[src/rtl/cmd_frame_engine.sv]
// cmd_frame_engine
//   Parses 8-byte control-centre frames [HDR0 HDR1 ID CMD ARG CHK TAIL0 TAIL1] from a
//   valid/ready byte stream. Valid frames drive host selection, per-channel reset pulses and
//   power enables for N_CH CPU channels. Rejected frames report a coded error.
//
//   Error codes: 1 bad second header byte, 2 tail mismatch, 3 checksum, 4 bad op/channel,
//                5 refused by channel policy, 6 inter-byte timeout.
//
// Ports
//   clk          system clock
//   rst          synchronous active-high reset
//   rx_data      received byte
//   rx_valid     rx_data valid; a byte is taken when rx_valid & rx_ready
//   rx_ready     low only during the one-cycle execute state
//   host_sel     index of the current host channel
//   host_switch  1-clk pulse when host_sel changes
//   ch_reset     per-channel reset, high RST_CYCLES clocks
//   ch_power     per-channel power enable
//   frame_ok     1-clk pulse: frame accepted and executed
//   frame_err    1-clk pulse: frame rejected
//   err_code     code of the last rejection, held until the next frame_err
module cmd_frame_engine #(
   parameter int unsigned N_CH       = 2,
   parameter logic [7:0]  BOARD_ID   = 8'hAB,
   parameter logic [7:0]  HDR0       = 8'hEB,
   parameter logic [7:0]  HDR1       = 8'h90,
   parameter logic [7:0]  TAIL0      = 8'h09,
   parameter logic [7:0]  TAIL1      = 8'hD7,
   parameter int unsigned GAP_CYCLES = 1000,
   parameter int unsigned RST_CYCLES = 100,
   parameter logic [7:0]  FORCE_KEY  = 8'hA5,
   localparam int unsigned CH_W      = (N_CH > 1) ? $clog2(N_CH) : 1
) (
   input  logic            clk,
   input  logic            rst,
   input  logic [7:0]      rx_data,
   input  logic            rx_valid,
   output logic            rx_ready,
   output logic [CH_W-1:0] host_sel,
   output logic            host_switch,
   output logic [N_CH-1:0] ch_reset,
   output logic [N_CH-1:0] ch_power,
   output logic            frame_ok,
   output logic            frame_err,
   output logic [2:0]      err_code
);

   localparam int unsigned GAP_W = (GAP_CYCLES > 1) ? $clog2(GAP_CYCLES + 1) : 1;
   localparam int unsigned RST_W = (RST_CYCLES > 1) ? $clog2(RST_CYCLES) : 1;

   localparam logic [GAP_W-1:0] GAP_LAST = GAP_W'(GAP_CYCLES - 1);
   // Counter holds the number of pulse cycles still to come after the current one.
   localparam logic [RST_W-1:0] RST_LOAD = RST_W'(RST_CYCLES - 1);
   localparam logic [3:0]       N_CH_4   = 4'(N_CH);

   localparam logic [2:0] ErrHdr   = 3'd1;
   localparam logic [2:0] ErrTail  = 3'd2;
   localparam logic [2:0] ErrSum   = 3'd3;
   localparam logic [2:0] ErrCmd   = 3'd4;
   localparam logic [2:0] ErrPol   = 3'd5;
   localparam logic [2:0] ErrGap   = 3'd6;

   typedef enum logic [1:0] {StHunt0, StHunt1, StBody, StExec} state_e;

   state_e           state_q;
   logic [2:0]       idx_q;
   logic [GAP_W-1:0] gap_q;
   logic [RST_W-1:0] rst_cnt_q [N_CH];
   logic [7:0]       id_q, cmd_q, arg_q, chk_q, tail0_q, tail1_q;

   logic             accept;
   logic [7:0]       sum;
   logic [3:0]       op, k;
   logic [CH_W-1:0]  k_idx;
   logic             k_is_host;
   logic             exec_ok, exec_err;
   logic [2:0]       exec_code;

   assign rx_ready  = (state_q != StExec);
   assign accept    = rx_valid & rx_ready;
   assign sum       = id_q + cmd_q + arg_q + chk_q;
   assign op        = cmd_q[7:4];
   assign k         = cmd_q[3:0];
   assign k_idx     = k[CH_W-1:0];
   assign k_is_host = (k == 4'(host_sel));

   // Frame check in priority order; an ID mismatch drops the frame with neither pulse.
   always_comb begin
      exec_ok   = 1'b0;
      exec_err  = 1'b0;
      exec_code = 3'd0;
      if (tail0_q != TAIL0 || tail1_q != TAIL1) begin
         exec_err  = 1'b1;
         exec_code = ErrTail;
      end else if (sum != 8'd0) begin
         exec_err  = 1'b1;
         exec_code = ErrSum;
      end else if (id_q != BOARD_ID) begin
         exec_ok   = 1'b0;
      end else if (k >= N_CH_4 || op > 4'd3) begin
         exec_err  = 1'b1;
         exec_code = ErrCmd;
      end else begin
         unique case (op[1:0])
            2'd0: begin
               exec_ok  = ch_power[k_idx];
               exec_err = !ch_power[k_idx];
            end
            2'd1: begin
               exec_err = k_is_host && (arg_q != FORCE_KEY);
               exec_ok  = !exec_err;
            end
            2'd2: exec_ok = 1'b1;
            2'd3: begin
               exec_err = k_is_host;
               exec_ok  = !k_is_host;
            end
            default: exec_ok = 1'b0;
         endcase
         if (exec_err) exec_code = ErrPol;
      end
   end

   always_ff @(posedge clk) begin
      if (rst) begin
         state_q     <= StHunt0;
         idx_q       <= 3'd0;
         gap_q       <= '0;
         host_sel    <= '0;
         host_switch <= 1'b0;
         ch_reset    <= '0;
         ch_power    <= '1;
         frame_ok    <= 1'b0;
         frame_err   <= 1'b0;
         err_code    <= 3'd0;
         for (int i = 0; i < N_CH; i++) rst_cnt_q[i] <= '0;
      end else begin
         host_switch <= 1'b0;
         frame_ok    <= 1'b0;
         frame_err   <= 1'b0;

         for (int i = 0; i < N_CH; i++) begin
            if (ch_reset[i]) begin
               if (rst_cnt_q[i] == '0) ch_reset[i] <= 1'b0;
               else                    rst_cnt_q[i] <= rst_cnt_q[i] - 1'b1;
            end
         end

         case (state_q)
            StHunt0: begin
               gap_q <= '0;
               if (accept && rx_data == HDR0) state_q <= StHunt1;
            end

            StHunt1: begin
               if (accept) begin
                  gap_q <= '0;
                  if (rx_data == HDR1) begin
                     state_q <= StBody;
                     idx_q   <= 3'd2;
                  end else if (rx_data != HDR0) begin
                     // A repeated HDR0 keeps us here so a shifted header still syncs.
                     state_q   <= StHunt0;
                     frame_err <= 1'b1;
                     err_code  <= ErrHdr;
                  end
               end else if (gap_q == GAP_LAST) begin
                  gap_q     <= '0;
                  state_q   <= StHunt0;
                  frame_err <= 1'b1;
                  err_code  <= ErrGap;
               end else begin
                  gap_q <= gap_q + 1'b1;
               end
            end

            StBody: begin
               if (accept) begin
                  gap_q <= '0;
                  idx_q <= idx_q + 3'd1;
                  case (idx_q)
                     3'd2:    id_q    <= rx_data;
                     3'd3:    cmd_q   <= rx_data;
                     3'd4:    arg_q   <= rx_data;
                     3'd5:    chk_q   <= rx_data;
                     3'd6:    tail0_q <= rx_data;
                     default: tail1_q <= rx_data;
                  endcase
                  if (idx_q == 3'd7) state_q <= StExec;
               end else if (gap_q == GAP_LAST) begin
                  gap_q     <= '0;
                  state_q   <= StHunt0;
                  frame_err <= 1'b1;
                  err_code  <= ErrGap;
               end else begin
                  gap_q <= gap_q + 1'b1;
               end
            end

            StExec: begin
               state_q <= StHunt0;
               gap_q   <= '0;
               if (exec_err) begin
                  frame_err <= 1'b1;
                  err_code  <= exec_code;
               end else if (exec_ok) begin
                  frame_ok <= 1'b1;
                  unique case (op[1:0])
                     2'd0: begin
                        if (!k_is_host) begin
                           host_sel    <= k_idx;
                           host_switch <= 1'b1;
                        end
                     end
                     2'd1: begin
                        // Overrides the countdown above, so a re-trigger restarts the pulse.
                        ch_reset[k_idx]  <= 1'b1;
                        rst_cnt_q[k_idx] <= RST_LOAD;
                     end
                     2'd2: ch_power[k_idx] <= 1'b1;
                     2'd3: ch_power[k_idx] <= 1'b0;
                     default: ch_power[k_idx] <= ch_power[k_idx];
                  endcase
               end
            end

            default: state_q <= StHunt0;
         endcase
      end
   end

endmodule

[config.mk]
export PLATFORM = sky130hd
export DESIGN_NAME = cmd_frame_engine
export DESIGN_NICKNAME = d
export VERILOG_FILES = /design/src/rtl/cmd_frame_engine.sv
export SDC_FILE = /design/constraint.sdc
export NUM_CORES = 1
export LEC_CHECK = 0
export BUFFER_PORTS_ARGS = -buffer_cell sky130_fd_sc_hd__buf_2
export CAP_MARGIN = 20
export CORE_ASPECT_RATIO = 1.1
export CORE_MARGIN = 5
export CORE_UTILIZATION = 55
export CTS_CLUSTER_SIZE = 28
export DETAILED_ROUTE_END_ITERATION = 6
export PLACE_DENSITY = 0.76
export SLEW_MARGIN = 20
export SYNTH_ARGS = -nofsm -noshare
export SYNTH_HDL_FRONTEND = slang
export SYNTH_SLANG_ARGS = --single-unit
[constraint.sdc]
create_clock -name clk -period 4 [get_ports clk]
set_clock_uncertainty 0.2 [all_clocks]
set_input_delay 1.2 -clock clk [delete_from_list [all_inputs] [get_ports clk]]
set_output_delay 1.2 -clock clk [all_outputs]
set_load 0.03 [all_outputs]
Yosys cells after proc, flatten, opt, wreduce, memory -nomap -nowiden
Memory sizes are Yosys's and may differ from the RTL's.
Index checks and enable logic that the tools add are counted.
Operators by class
  $add $sub $neg: 7
  $lt $le $gt $ge: 4
  eq/ne operators: 32
  multiplexer cells: 79
  bitwise logic cells: 14
  reductions and logical operators: 32
Operator list (count)
  3-bit two-way mux: 14
  1-bit two-way mux: 41
  8-bit != test (second input constant): 4
  4-bit AND reduction: 8
  8-bit adder: 3
  2-bit two-way mux: 11
  10-bit two-way mux: 2
  10-bit one-hot mux with 2 select lines: 1
  8-bit == test (second input constant): 2
  7-bit zero test: 2
  7-bit two-way mux: 2
  2-bit != test (second input constant): 7
  7-bit by 1-bit subtractor with 7-bit output (second input constant): 2
  3-bit == test (second input constant): 4
  10-bit by 1-bit adder with 10-bit output (second input constant): 1
  10-bit == test (second input constant): 1
  5-bit AND reduction: 2
  5-bit OR reduction: 2
  3-bit != test (second input constant): 3
  3-bit one-hot mux with 3 select lines: 1
  2-bit == test (second input constant): 4
  8-bit by 4-bit != test with 1-bit output (second input constant): 1
  2-bit one-hot mux with 4 select lines: 1
  8-bit nonzero test: 1
  29 further kinds: 48
Word-level totals
  flip-flop bits (word level): 74
  RAM bits: 14
  bits of input ports: 11
  output and inout port bits: 12
  logic and storage cells: 185
  memories: 1
Memory list
  rst_cnt_q: depth 2, width 7, rd ports 2, clocked after memory_dff 0, wr ports 3, RTL line 68  | logic [RST_W-1:0] rst_cnt_q [N_CH];

Depth between registers and ports, before layout
Gate-level depths: netlist (run 1).
  word-level depth: 16
  depth in mapped cells: 12
  gate-level depth less buffers: 12

Worst setup path before layout (run 1)
No wires, ideal clock.
  kind: flip-flop to flip-flop
  from: reg id_q[1]
  to: reg ch_reset[0]
  setup time: 71 ps
  arrival time: 3567 ps
  data required time: 3729 ps
  slack: 162 ps
  stages on the path, launching flop included: 13
  buffers on the path: 0
  period minus slack after synthesis: 3838 ps
  path through: edfxtp_1 > fa_1 > fa_1 > ha_1 > inv_1 > fa_1 > nand2b_1 > a21oi_1 > xor2_1 > nor4_4 > nand4_4 > or3_4 > a21oi_1
Between the ends
  cells in the longest elaborated chain, start to end: 9
  elaborated cells between the ends (all ways): 14
  those cells by class: add/sub: 3; eq/ne: 1; mux: 9; reduce/logical: 1
RTL lines
  start, declared: RTL line 69  | logic [7:0] id_q, cmd_q, arg_q, chk_q, tail0_q, tail1_q;
  start signal, assigned: RTL line 182  | 3'd2: id_q <= rx_data;
  8-bit adder (3 in series): RTL line 81  | assign sum = id_q + cmd_q + arg_q + chk_q;
  8-bit nonzero test: RTL line 95  | end else if (sum != 8'd0) begin
  1-bit two-way mux: RTL line 95
  1-bit two-way mux: RTL line 92  | if (tail0_q != TAIL0 || tail1_q != TAIL1) begin
  2-bit two-way mux: RTL line 206  | end else if (exec_ok) begin
  2-bit two-way mux (*): RTL line 203  | if (exec_err) begin
  2-bit two-way mux (*): RTL line 149  | case (state_q)
  end signal, assigned: RTL line 131  | ch_reset <= '0;
  end signal, assigned by index: RTL line 144  | if (rst_cnt_q[i] == '0) ch_reset[i] <= 1'b0;
  end signal, assigned by index: RTL line 217  | ch_reset[k_idx] <= 1'b1;
  end, declared: RTL line 41  | output logic [N_CH-1:0] ch_reset,
Every way passes the cells marked *; elsewhere a longest branch is shown, timed or not.
A chain may end at the register's enable or synchronous reset.

==> results of run 1 <==
-- worst max path at each step --
stage / start / to / depth (start not counted)
3_5_place_dp: id_q[1]$_DFFE_PP_ / ch_reset[0]$_SDFF_PP0_ / 13
4_1_cts: id_q[1]$_DFFE_PP_ / ch_reset[0]$_SDFF_PP0_ / 13
6_report: id_q[1]$_DFFE_PP_ / rst_cnt_q[1][0]$_SDFFE_PP1P_ / 13
2_1_floorplan: id_q[1]$_DFFE_PP_ / ch_reset[0]$_SDFF_PP0_ / 12
3_3_place_gp: id_q[1]$_DFFE_PP_ / rst_cnt_q[1][6]$_SDFFE_PP1P_ / 13
5_1_grt: id_q[1]$_DFFE_PP_ / ch_reset[1]$_SDFF_PP0_ / 13
-- placed cells by master (no fill, tap or decap), types with 3 or more instances in the layout --
| master | n |
|---|---|
| a21o_1 | 3 |
| a21oi_1 | 18 |
| a21oi_2 | 5 |
| a31oi_1 | 6 |
| and2_1 | 3 |
| and3_1 | 4 |
| buf_2 | 22 |
| buf_4 | 10 |
| clkbuf_8 | 9 |
| dfxtp_1 | 40 |
| edfxtp_1 | 48 |
| fa_1 | 13 |
| ha_1 | 17 |
| inv_1 | 29 |
| nand2_1 | 15 |
| nand2b_1 | 5 |
| nand3_1 | 10 |
| nand4_1 | 5 |
| nand4b_1 | 4 |
| nor2_1 | 41 |
| nor3_1 | 13 |
| nor4_1 | 9 |
| o21ai_0 | 5 |
| or4_1 | 3 |
| xnor2_1 | 20 |
| xor2_1 | 9 |
-- Yosys cell counts, types with 3 or more instances --
master and count:
edfxtp_1 48, nor2_1 41, dfxtp_1 40, inv_1 30, a21oi_1 23, xnor2_1 20, ha_1 18, nand2_1 15
fa_1 14, nor3_1 13, nand3_1 10, xor2_1 10, nor4_1 9, o21ai_0 7, a31oi_1 6, nand2b_1 6
clkbuf_1 5, nand4_1 5, and3_1 4, nand4b_1 4, a21o_1 3, and2_1 3, or4_1 3
-- cell type report --
cell class / instances / area (um^2)
fill: 618 / 2690
sequential: 88 / 2240
multi-input combinational: 251 / 1960
timing repair buffer: 33 / 196
tap: 105 / 131
clock buffer: 9 / 124
inverter: 30 / 113
clock inverter: 6 / 61.3
-- cells by family (layout without fill, tap and decap cells) --
kind of cell	count (synthesis)	count (layout)	synth area share, %
DFF	88	88	52.4
AOI/OAI and AO/OA	57	57	8.36
adders and majority gates	32	32	11.8
buffers and inverters	37	78	3.30
xor gates and xnor gates	31	31	6.52
and+or+nand+nor	130	130	17.4
muxes	1	1	0.234
-- power by group through the flow --
stage                     clock [mW]  combinational (mW)  sequential, mW
after floorplan                    0              0.0101           0.971
after global placement             0              0.0257           0.971
after detailed placement           0              0.0268           0.971
after CTS                      0.598              0.0267           0.950
after global routing           0.642              0.0308           0.950
final                          0.585              0.0273           0.950
-- worst max-delay path: cells and delay by family (launching register included) --
family	cells	cell delay, ns
compound gates	1	0.14
xor+xnor	1	0.12
fa+ha+maj	4	1.58
buf+inv	3	0.34
flops	1	0.44
simple gates	4	0.95
-- sequential cells by signal, indices dropped and copies added, names as in the netlist, 3 cells and up, named ones only --
signal,cells
rst_cnt_q,14
gap_q,10
arg_q,8
chk_q,8
cmd_q,8
id_q,8
tail0_q,8
tail1_q,8
err_code,3
idx_q,3
-- repair_timing --
| item | CTS | global route |
|---|---|---|
| pin swaps | 4 | 13 |
| setup buffers | 3 | 3 |
| endpoints found under the setup margin | 10 | 23 |
| resized for setup | 2 | 14 |
-- routing by layer --
metal / track usage (%) / routed length [um] / vias up
met2: 30.9 / 4110 / 54
met4: 8.11 / 189 / 0
met5: 0 / 0 / -
met1: 24.6 / 3650 / 1395
li1: - / - / 1423
met3: 4.67 / 295 / 14
-- stage by stage --
step	worst slack, ns	utilization (%)	setup TNS (ns)
2_1_floorplan	0.162	-	0
6_report	0.154	64.2	0
3_3_place_gp	0.0546	60.3	0
3_5_place_dp	-0.0634	60.3	-0.343
5_1_grt	-0.0326	64.2	-0.139
4_1_cts	0.00793	63.2	0
==> reports/qor.csv, run 1 <==
stage,metric,value,unit
status,status,"finished, final reports clean",
sta,max_freq,260,MHz
power_and_ir_drop,pwr-share-seq,60.8,%
final_layout,n_antenna_cell,0,
place,dp_hpwl,6050,um
route,wl,8240,um
synth,synth_edf_count,48,
power_and_ir_drop,clkPwrFrac,37.5,%
synth,netlist.area_leader.share,33.7,%
power_and_ir_drop,powerDensity,324,mW/mm^2
synth,netlist_area,0.00428,mm^2
power_and_ir_drop,switching_share,20.8,%
route,dr.pass1.iters,4,
critical_path,crit_chain,fa_1 -> fa_1 -> ha_2 -> inv_2 -> fa_2 -> buf_6 -> xor2_1 -> nand3_1 -> nor4_4 -> buf_4 -> nand4_4 -> or3_4 -> a21oi_2,
place,gp_congestion,0.792,
critical_path,slowest_stage,fa_1,
final_layout,finalNonFillerCells,522,
clocking,cts.sinks,88,
sta,finalCritPeriodShare,96.1,%
grt,grt_max_degree,32,
min_path,hold_path_class,reg -> reg,
synth,syn-mean-instance-area,11.4,um^2
critical_path,r2r_cells,13,
grt,grt_pass1_wl,14000,um
critical_path,startpoint_type,flop,
power_and_ir_drop,ir_drop,0.252,mV
clocking,cts_tree,done,
synth,ys.flop_type,edfxtp_1,
min_path,min_to,gap_q[0]$_SDFF_PP0_,
route,drc,0,
sta,finalMaxSlewViolations,0,
clocking,cts-buffers-inserted,9,
sta,hold_viol,0,
floorplan,coreArea,0.00751,mm^2
clocking,ctsHoldBuffers,0,
sta,max_slew_margin,49.5,%
floorplan,io_pins,23,
synth,yosys.cell_types.count,56,
power_and_ir_drop,power_frac_comb,1.8,%
critical_path,cp-end-kind,flop,
route,wl_per_cell,15.8,um
route,drtAntennaViolNets,0,
sta,setup_viol,0,
power_and_ir_drop,power.switching,324,uW
floorplan,initial_utilization,57.0,%
synth,ys_ff_latch,88,
final_layout,area_delta_synth_final,12.7,%
route,via_per_inst,5.53,
synth,syn_nets,419,
power_and_ir_drop,p_total,1.56,mW
floorplan,die_h,103,um
min_path,hold_path_depth,1,
clocking,ctsHtreeMaxLevel,3,
critical_path,r2r_setup_slack,0.15,ns
run,drv_cap,0,
synth,synth.top_cells.by_area,"edfxtp_1 (34%), dfxtp_1 (19%), fa_1 (6.5%)",
place,portBuffers,22,
synth,synthCells,376,
grt,antenna_found_initial,0,
synth,synthArstFlopShare,0,%
floorplan,die_w,94.1,um
critical_path,cpPeakStageDelay,0.52,ns
clocking,insertion_delay,0.35,ns
final_layout,fin_area,0.00483,mm^2
final_layout,layout-drive-gt1-share,17.3,%
synth,synth_top_area_cell,edfxtp_1,
critical_path,crit_fanout,6,
clocking,clockBufferDepth,2,
final_layout,nets,456,
clocking,cts-root-buf,clkbuf_8,
clocking,path_clk_slew,0.09,ns
grt,grt_usage,19.0,%
sta,finalCriticalPeriod,3.85,ns
sta,max_slew.worst_pin.slew,0.754,ns
critical_path,r2r-end,rst_cnt_q[1][0]$_SDFFE_PP1P_,
place,place_inst,501,
power_and_ir_drop,leakage,1.77,nW
min_path,hold_path.startpoint,gap_q[0]$_SDFF_PP0_,
synth,ys.warnings.count,0,
critical_path,crit_arrival,3.93,ns
critical_path,cp.required,4.09,ns
floorplan,die_area,0.00965,mm^2
grt,grt_pass1_vias,2946,
route,via_count,2886,
synth,ys_seq_area_share,52.4,%
grt,grt_overflow_total,0,
critical_path,cpMostUsedCell,fa_1,
route,first_iter_violations,142,
sta,hold_ws,0.241,ns
sta,rsz0062_at_grt,true,
critical_path,critPathKind,reg -> reg,
floorplan,rows,33,
power_and_ir_drop,intPower,1.24,mW
critical_path,r2r-start,id_q[1]$_DFFE_PP_,
place,placed_area,0.00453,mm^2
No activity file was read; power rests on OpenSTA's default activity.
==> run 2: changes to the inputs <==
CELL_PAD_IN_SITES_DETAIL_PLACEMENT = 0   (was unset)
CELL_PAD_IN_SITES_GLOBAL_PLACEMENT = 1   (was unset)
CORE_UTILIZATION = 44   (was 55)
PLACE_DENSITY = unset   (was 0.76)
PLACE_DENSITY_LB_ADDON = 0.1   (was unset)
==> reports/qor.csv, run 2 (synthesis gave the netlist of run 1 again) <==
stage,metric,value,unit
power_and_ir_drop,switching_share,22.9,%
route,drtAntennaViolNets,0,
power_and_ir_drop,ir_drop,0.216,mV
clocking,ctsHtreeMaxLevel,3,
power_and_ir_drop,intPower,1.19,mW
route,via_per_inst,5.33,
grt,antenna_found_initial,0,
critical_path,crit_chain,fa_1 -> fa_1 -> ha_2 -> inv_1 -> fa_2 -> nand2b_4 -> a21oi_4 -> xor2_2 -> nor4_4 -> buf_6 -> buf_4 -> a31o_2 -> a21o_1 -> a221oi_1,
power_and_ir_drop,pwr-share-seq,61.4,%
sta,finalCriticalPeriod,3.84,ns
grt,grt_max_degree,32,
status,status,"finished, final reports clean",
power_and_ir_drop,power.switching,355,uW
sta,fin_ws,0.163,ns
floorplan,die_area,0.0118,mm^2
floorplan,die_w,104,um
final_layout,reg_top3,"rst_cnt_q (14), gap_q (10)",
min_path,hold_path_class,reg -> reg,
grt,grt_pass1_vias,2936,
clocking,path_clk_slew,0.09,ns
min_path,min_to,gap_q[0]$_SDFF_PP0_,
route,first_iter_violations,125,
grt,use_met2,24.7,%
final_layout,largest_reg_flops,14,
grt,grt_pass1_wl,14100,um
critical_path,cpMostUsedCell,fa_1,
critical_path,startpoint,id_q[0]$_DFFE_PP_,
clocking,insertion_delay,0.36,ns
critical_path,slowest_stage,fa_1,
floorplan,coreArea,0.00944,mm^2
place,portBuffers,22,
sta,setup_viol,0,
route,dr.pass1.iters,4,
run,drv_cap,0,
critical_path,r2r_setup_slack,0.16,ns
floorplan,rows,37,
grt,busiest_layer,met2,
grt,gr-usage-met1,19.1,%
final_layout,finalNonFillerCells,537,
clocking,cts_tree,done,
final_layout,nets,458,
place,dpl_worst_slack,-0.0300,ns
sta,hold_viol,0,
sta,finalCritPeriodShare,95.9,%
final_layout,final_cell_mix,"edfxtp_1 (48), nor2_1 (41), dfxtp_1 (40)",
route,via_count,2863,
place,place_inst,516,
power_and_ir_drop,power_frac_comb,1.7,%
sta,rsz0062_at_grt,true,
power_and_ir_drop,clkPwrFrac,36.8,%
route,wl_per_cell,15.5,um
clocking,cts-root-buf,clkbuf_8,
critical_path,cp-end-kind,flop,
clocking,cts-buffers-inserted,9,
critical_path,r2r-end,err_code[1]$_SDFFE_PP0P_,
grt,grt_use_met3,3.28,%
critical_path,r2r-start,id_q[0]$_DFFE_PP_,
final_layout,regMostFlops,rst_cnt_q,
route,drc,0,
final_layout,area_delta_synth_final,13.6,%
min_path,hold_path.startpoint,gap_q[0]$_SDFF_PP0_,
place,dp_hpwl,6130,um
critical_path,cp.required,4.07,ns
grt,grt_usage,14.8,%
clocking,ctsHoldBuffers,0,
final_layout,n_antenna_cell,0,
min_path,hold_path_depth,1,
clocking,cts.sinks,88,
sta,max_freq,261,MHz
critical_path,startpoint_type,flop,
floorplan,initial_utilization,45.3,%
power_and_ir_drop,powerDensity,318,mW/mm^2
floorplan,die_h,113,um
critical_path,crit_fanout,5,
sta,max_slew.worst_pin.slew,0.831,ns
route,wl,8330,um
power_and_ir_drop,leakage,1.79,nW
place,gp_congestion,0.751,
clocking,clockBufferDepth,2,
grt,grt_overflow_total,0,
critical_path,r2r_cells,14,
final_layout,layout_commonest_cell,edfxtp_1,
floorplan,io_pins,23,
critical_path,crit_arrival,3.90,ns
sta,max_slew_margin,44.3,%
sta,finalMaxSlewViolations,0,
critical_path,critPathKind,reg -> reg,
critical_path,cpPeakStageDelay,0.52,ns
final_layout,layout-drive-gt1-share,17.1,%
## run 2: cell count changes in the layout (fill, tap and decap cells not counted), moves of 2 or more
cell        before  now
inv_6            0    3
a21oi_1         18   20
a21oi_2          5    3
buf_4           10   12
clkinvlp_2       2    0
o21ai_0          5    7
o21ai_1          2    0
## run 2: layout make-up
class / count / area (um^2)
multi-input cells: 251 / 1970
clock buffers: 10 / 128
flip-flops and latches: 88 / 2240
repair buffers: 35 / 211
clock inverters: 6 / 52.6
inverters: 30 / 113
fillers: 887 / 4580
well taps: 117 / 146
## run 2: worst max-delay path by stage
stage | endpoint | cells after the start | slack [ns]
after floorplan | ch_reset[0]$_SDFF_PP0_ | 12 | 0.16
after detailed placement | rst_cnt_q[0][1]$_SDFFE_PP1P_ | 13 | -0.03
after global placement | rst_cnt_q[1][2]$_SDFFE_PP0P_ | 14 | 0.03
after CTS | rst_cnt_q[0][1]$_SDFFE_PP1P_ | 13 | 0.002
after global routing | rst_cnt_q[0][6]$_SDFFE_PP1P_ | 12 | -0.01
final | err_code[1]$_SDFFE_PP0P_ | 14 | 0.16
## run 2: routing by layer
metal / routed length [um] / up-vias
li1: - / 1423
met1: 3940 / 1390
met2: 4010 / 40
met3: 248 / 10
met4: 127 / 0
met5: 0 / -
## run 2: timing repair
item,in CTS,in global routing
endpoints found under the setup margin,10,23
resized for setup,1,12
buffers inserted,1,5
pin swaps,0,8
## run 2: critical path: cells and delay by family, from the launching register on
family | cells | cell delay, ns
compound gates | 4 | 0.84
xor+xnor | 1 | 0.21
fa+ha+maj | 4 | 1.50
buf+inv | 3 | 0.35
flops | 1 | 0.45
simple gates | 2 | 0.21
## run 2: power by group through the flow
stage	clock network, mW	logic, mW	registers (mW)
after CTS	0.588	0.0274	0.950
after global routing	0.628	0.0307	0.950
final	0.570	0.0270	0.950
after detailed placement	0	0.0273	0.971
after floorplan	0	0.0101	0.971
after global placement	0	0.0271	0.971
## run 2: metrics by stage
stage / hold slack [ns] / TNS [ns] / utilization (%) / power, mW / area [um^2]
2_1_floorplan: 0.213 / 0 / - / 0.982 / 4280
3_3_place_gp: 0.230 / 0 / 48.4 / 0.998 / 4570
3_5_place_dp: 0.237 / -0.223 / 48.4 / 0.998 / 4570
4_1_cts: 0.258 / 0 / 50.4 / 1.57 / 4760
5_1_grt: 0.291 / -0.0287 / 51.5 / 1.61 / 4860
6_report: 0.251 / 0 / 51.5 / 1.55 / 4860
==> run 3: changes to the inputs <==
CAP_MARGIN = 30   (was 20)
REMOVE_ABC_BUFFERS = 1   (was unset)
==> reports/qor.csv, run 3 (synthesis gave the netlist of run 1 again) <==
stage,metric,value,unit
status,status,"finished, final reports clean",
route,first_iter_violations,68,
route,dr.pass1.iters,4,
sta,hold_ws,0.241,ns
power_and_ir_drop,ir_drop,0.222,mV
place,place_inst,517,
final_layout,regMostFlops,rst_cnt_q,
sta,max_slew_margin,47.1,%
grt,grt_usage,14.7,%
final_layout,reg_top3,"rst_cnt_q (14), gap_q (10)",
clocking,insertion_delay,0.36,ns
final_layout,fillers,874,
clocking,ctsHoldBuffers,0,
route,wl,8310,um
sta,rsz0062_at_grt,true,
power_and_ir_drop,powerDensity,338,mW/mm^2
floorplan,io_pins,23,
place,portBuffers,22,
run,drv_cap,0,
min_path,hold_path_depth,1,
route,drtAntennaViolNets,0,
critical_path,crit_fanout,5,
power_and_ir_drop,leakage,1.81,nW
grt,grt_pass1_vias,2827,
critical_path,crit_chain,fa_1 -> fa_1 -> ha_2 -> inv_2 -> fa_2 -> nand2b_4 -> a21oi_4 -> xor2_2 -> nor4_4 -> nand4_4 -> or3_4 -> a21oi_2,
critical_path,cp.required,4.09,ns
sta,max_slew.worst_pin.slew,0.790,ns
power_and_ir_drop,p_total,1.66,mW
final_layout,layout-drive-gt1-share,19.0,%
clocking,cts_tree,done,
clocking,clockBufferDepth,2,
critical_path,crit_arrival,4.00,ns
sta,finalMaxSlewViolations,0,
sta,finalCritPeriodShare,97.6,%
clocking,cts-buffers-inserted,9,
floorplan,die_w,104,um
sta,setup_viol,0,
sta,finalCriticalPeriod,3.90,ns
floorplan,rows,37,
route,drc,0,
clocking,cts-root-buf,clkbuf_8,
route,via_count,2811,
place,gp_congestion,0.786,
sta,hold_viol,0,
route,via_per_inst,5.22,
critical_path,startpoint_type,flop,
final_layout,n_antenna_cell,0,
floorplan,initial_utilization,45.3,%
place,dp_hpwl,6130,um
final_layout,register_area,0.00224,mm^2
min_path,hold_path_class,reg -> reg,
final_layout,multiInputGateArea,0.00197,mm^2
clocking,ctsHtreeMaxLevel,3,
final_layout,nets,460,
route,wl_per_cell,15.4,um
final_layout,largest_reg_flops,14,
floorplan,die_h,113,um
grt,antenna_found_initial,0,
critical_path,cp-end-kind,flop,
floorplan,coreArea,0.00944,mm^2
final_layout,final_cell_mix,"edfxtp_1 (48), nor2_1 (41), dfxtp_1 (40)",
final_layout,finalNonFillerCells,539,
final_layout,layout_commonest_cell,edfxtp_1,
critical_path,critPathKind,reg -> reg,
critical_path,cpMostUsedCell,fa_1,
critical_path,cpPeakStageDelay,0.51,ns
floorplan,die_area,0.0118,mm^2
clocking,cts.sinks,88,
final_layout,area_delta_synth_final,14.7,%
critical_path,r2r_cells,12,
sta,max_freq,256,MHz
critical_path,slowest_stage,fa_1,
grt,grt_max_degree,32,
grt,grt_overflow_total,0,
grt,grt_pass1_wl,13900,um
clocking,path_clk_slew,0.09,ns
run 3: worst max-delay path: cells and delay by family (launching register included):
| kind | cells | cell delay [ns] |
|---|---|---|
| buffers and inverters | 1 | 0.04 |
| xor gates and xnor gates | 1 | 0.10 |
| adders and majority gates | 4 | 1.53 |
| AOI/OAI and AO/OA | 2 | 0.33 |
| and+or+nand+nor | 4 | 1.20 |
| DFF | 1 | 0.44 |
run 3: final cells by class:
class | count | share of cell area, %
tap | 117 | 2.98
inverter | 30 | 2.29
timing repair buffer | 37 | 4.53
multi-input combinational | 251 | 40.0
clock buffer | 9 | 2.52
sequential | 88 | 45.6
clock inverter | 7 | 2.01
run 3: per-stage QoR:
stage / cell area (um^2) / util [%] / setup slack, ns / TNS (ns)
after floorplan: 4250 / - / 0.151 / 0
after global placement: 4580 / 48.5 / 0.0570 / 0
after detailed placement: 4580 / 48.5 / -0.00446 / -0.00446
after CTS: 4810 / 51.0 / 0.0336 / 0
after global routing: 4910 / 52.0 / -0.0589 / -0.137
final: 4910 / 52.0 / 0.0968 / 0
run 3: per-layer routing:
layer	global-route usage (%)	routed length (um)
met2	24.2	3980
met5	0	0
met4	5.70	136
met3	3.17	228
met1	19.1	3960
run 3: power breakdown:
| part | switching, mW | internal [mW] |
|---|---|---|
| registers | 0.000109 | 0.950 |
| logic | 0.0213 | 0.00636 |
| clock network | 0.324 | 0.357 |
run 3: final timing paths:
check,startpoint,end,slack [ns]
max,arg_q[1]$_DFFE_PP_,rst_cnt_q[0][0]$_SDFFE_PP1P_,0.1
min,gap_q[0]$_SDFF_PP0_,gap_q[0]$_SDFF_PP0_,0.24
max reg2reg,arg_q[1]$_DFFE_PP_,rst_cnt_q[0][0]$_SDFFE_PP1P_,0.1
min reg2reg,gap_q[0]$_SDFF_PP0_,gap_q[0]$_SDFF_PP0_,0.24
run 3: what timing repair did:
item,4_1_cts,5_1_grt
pin swaps,2,12
buffers inserted,2,4
gates resized for setup,0,16
setup endpoints to repair,11,23
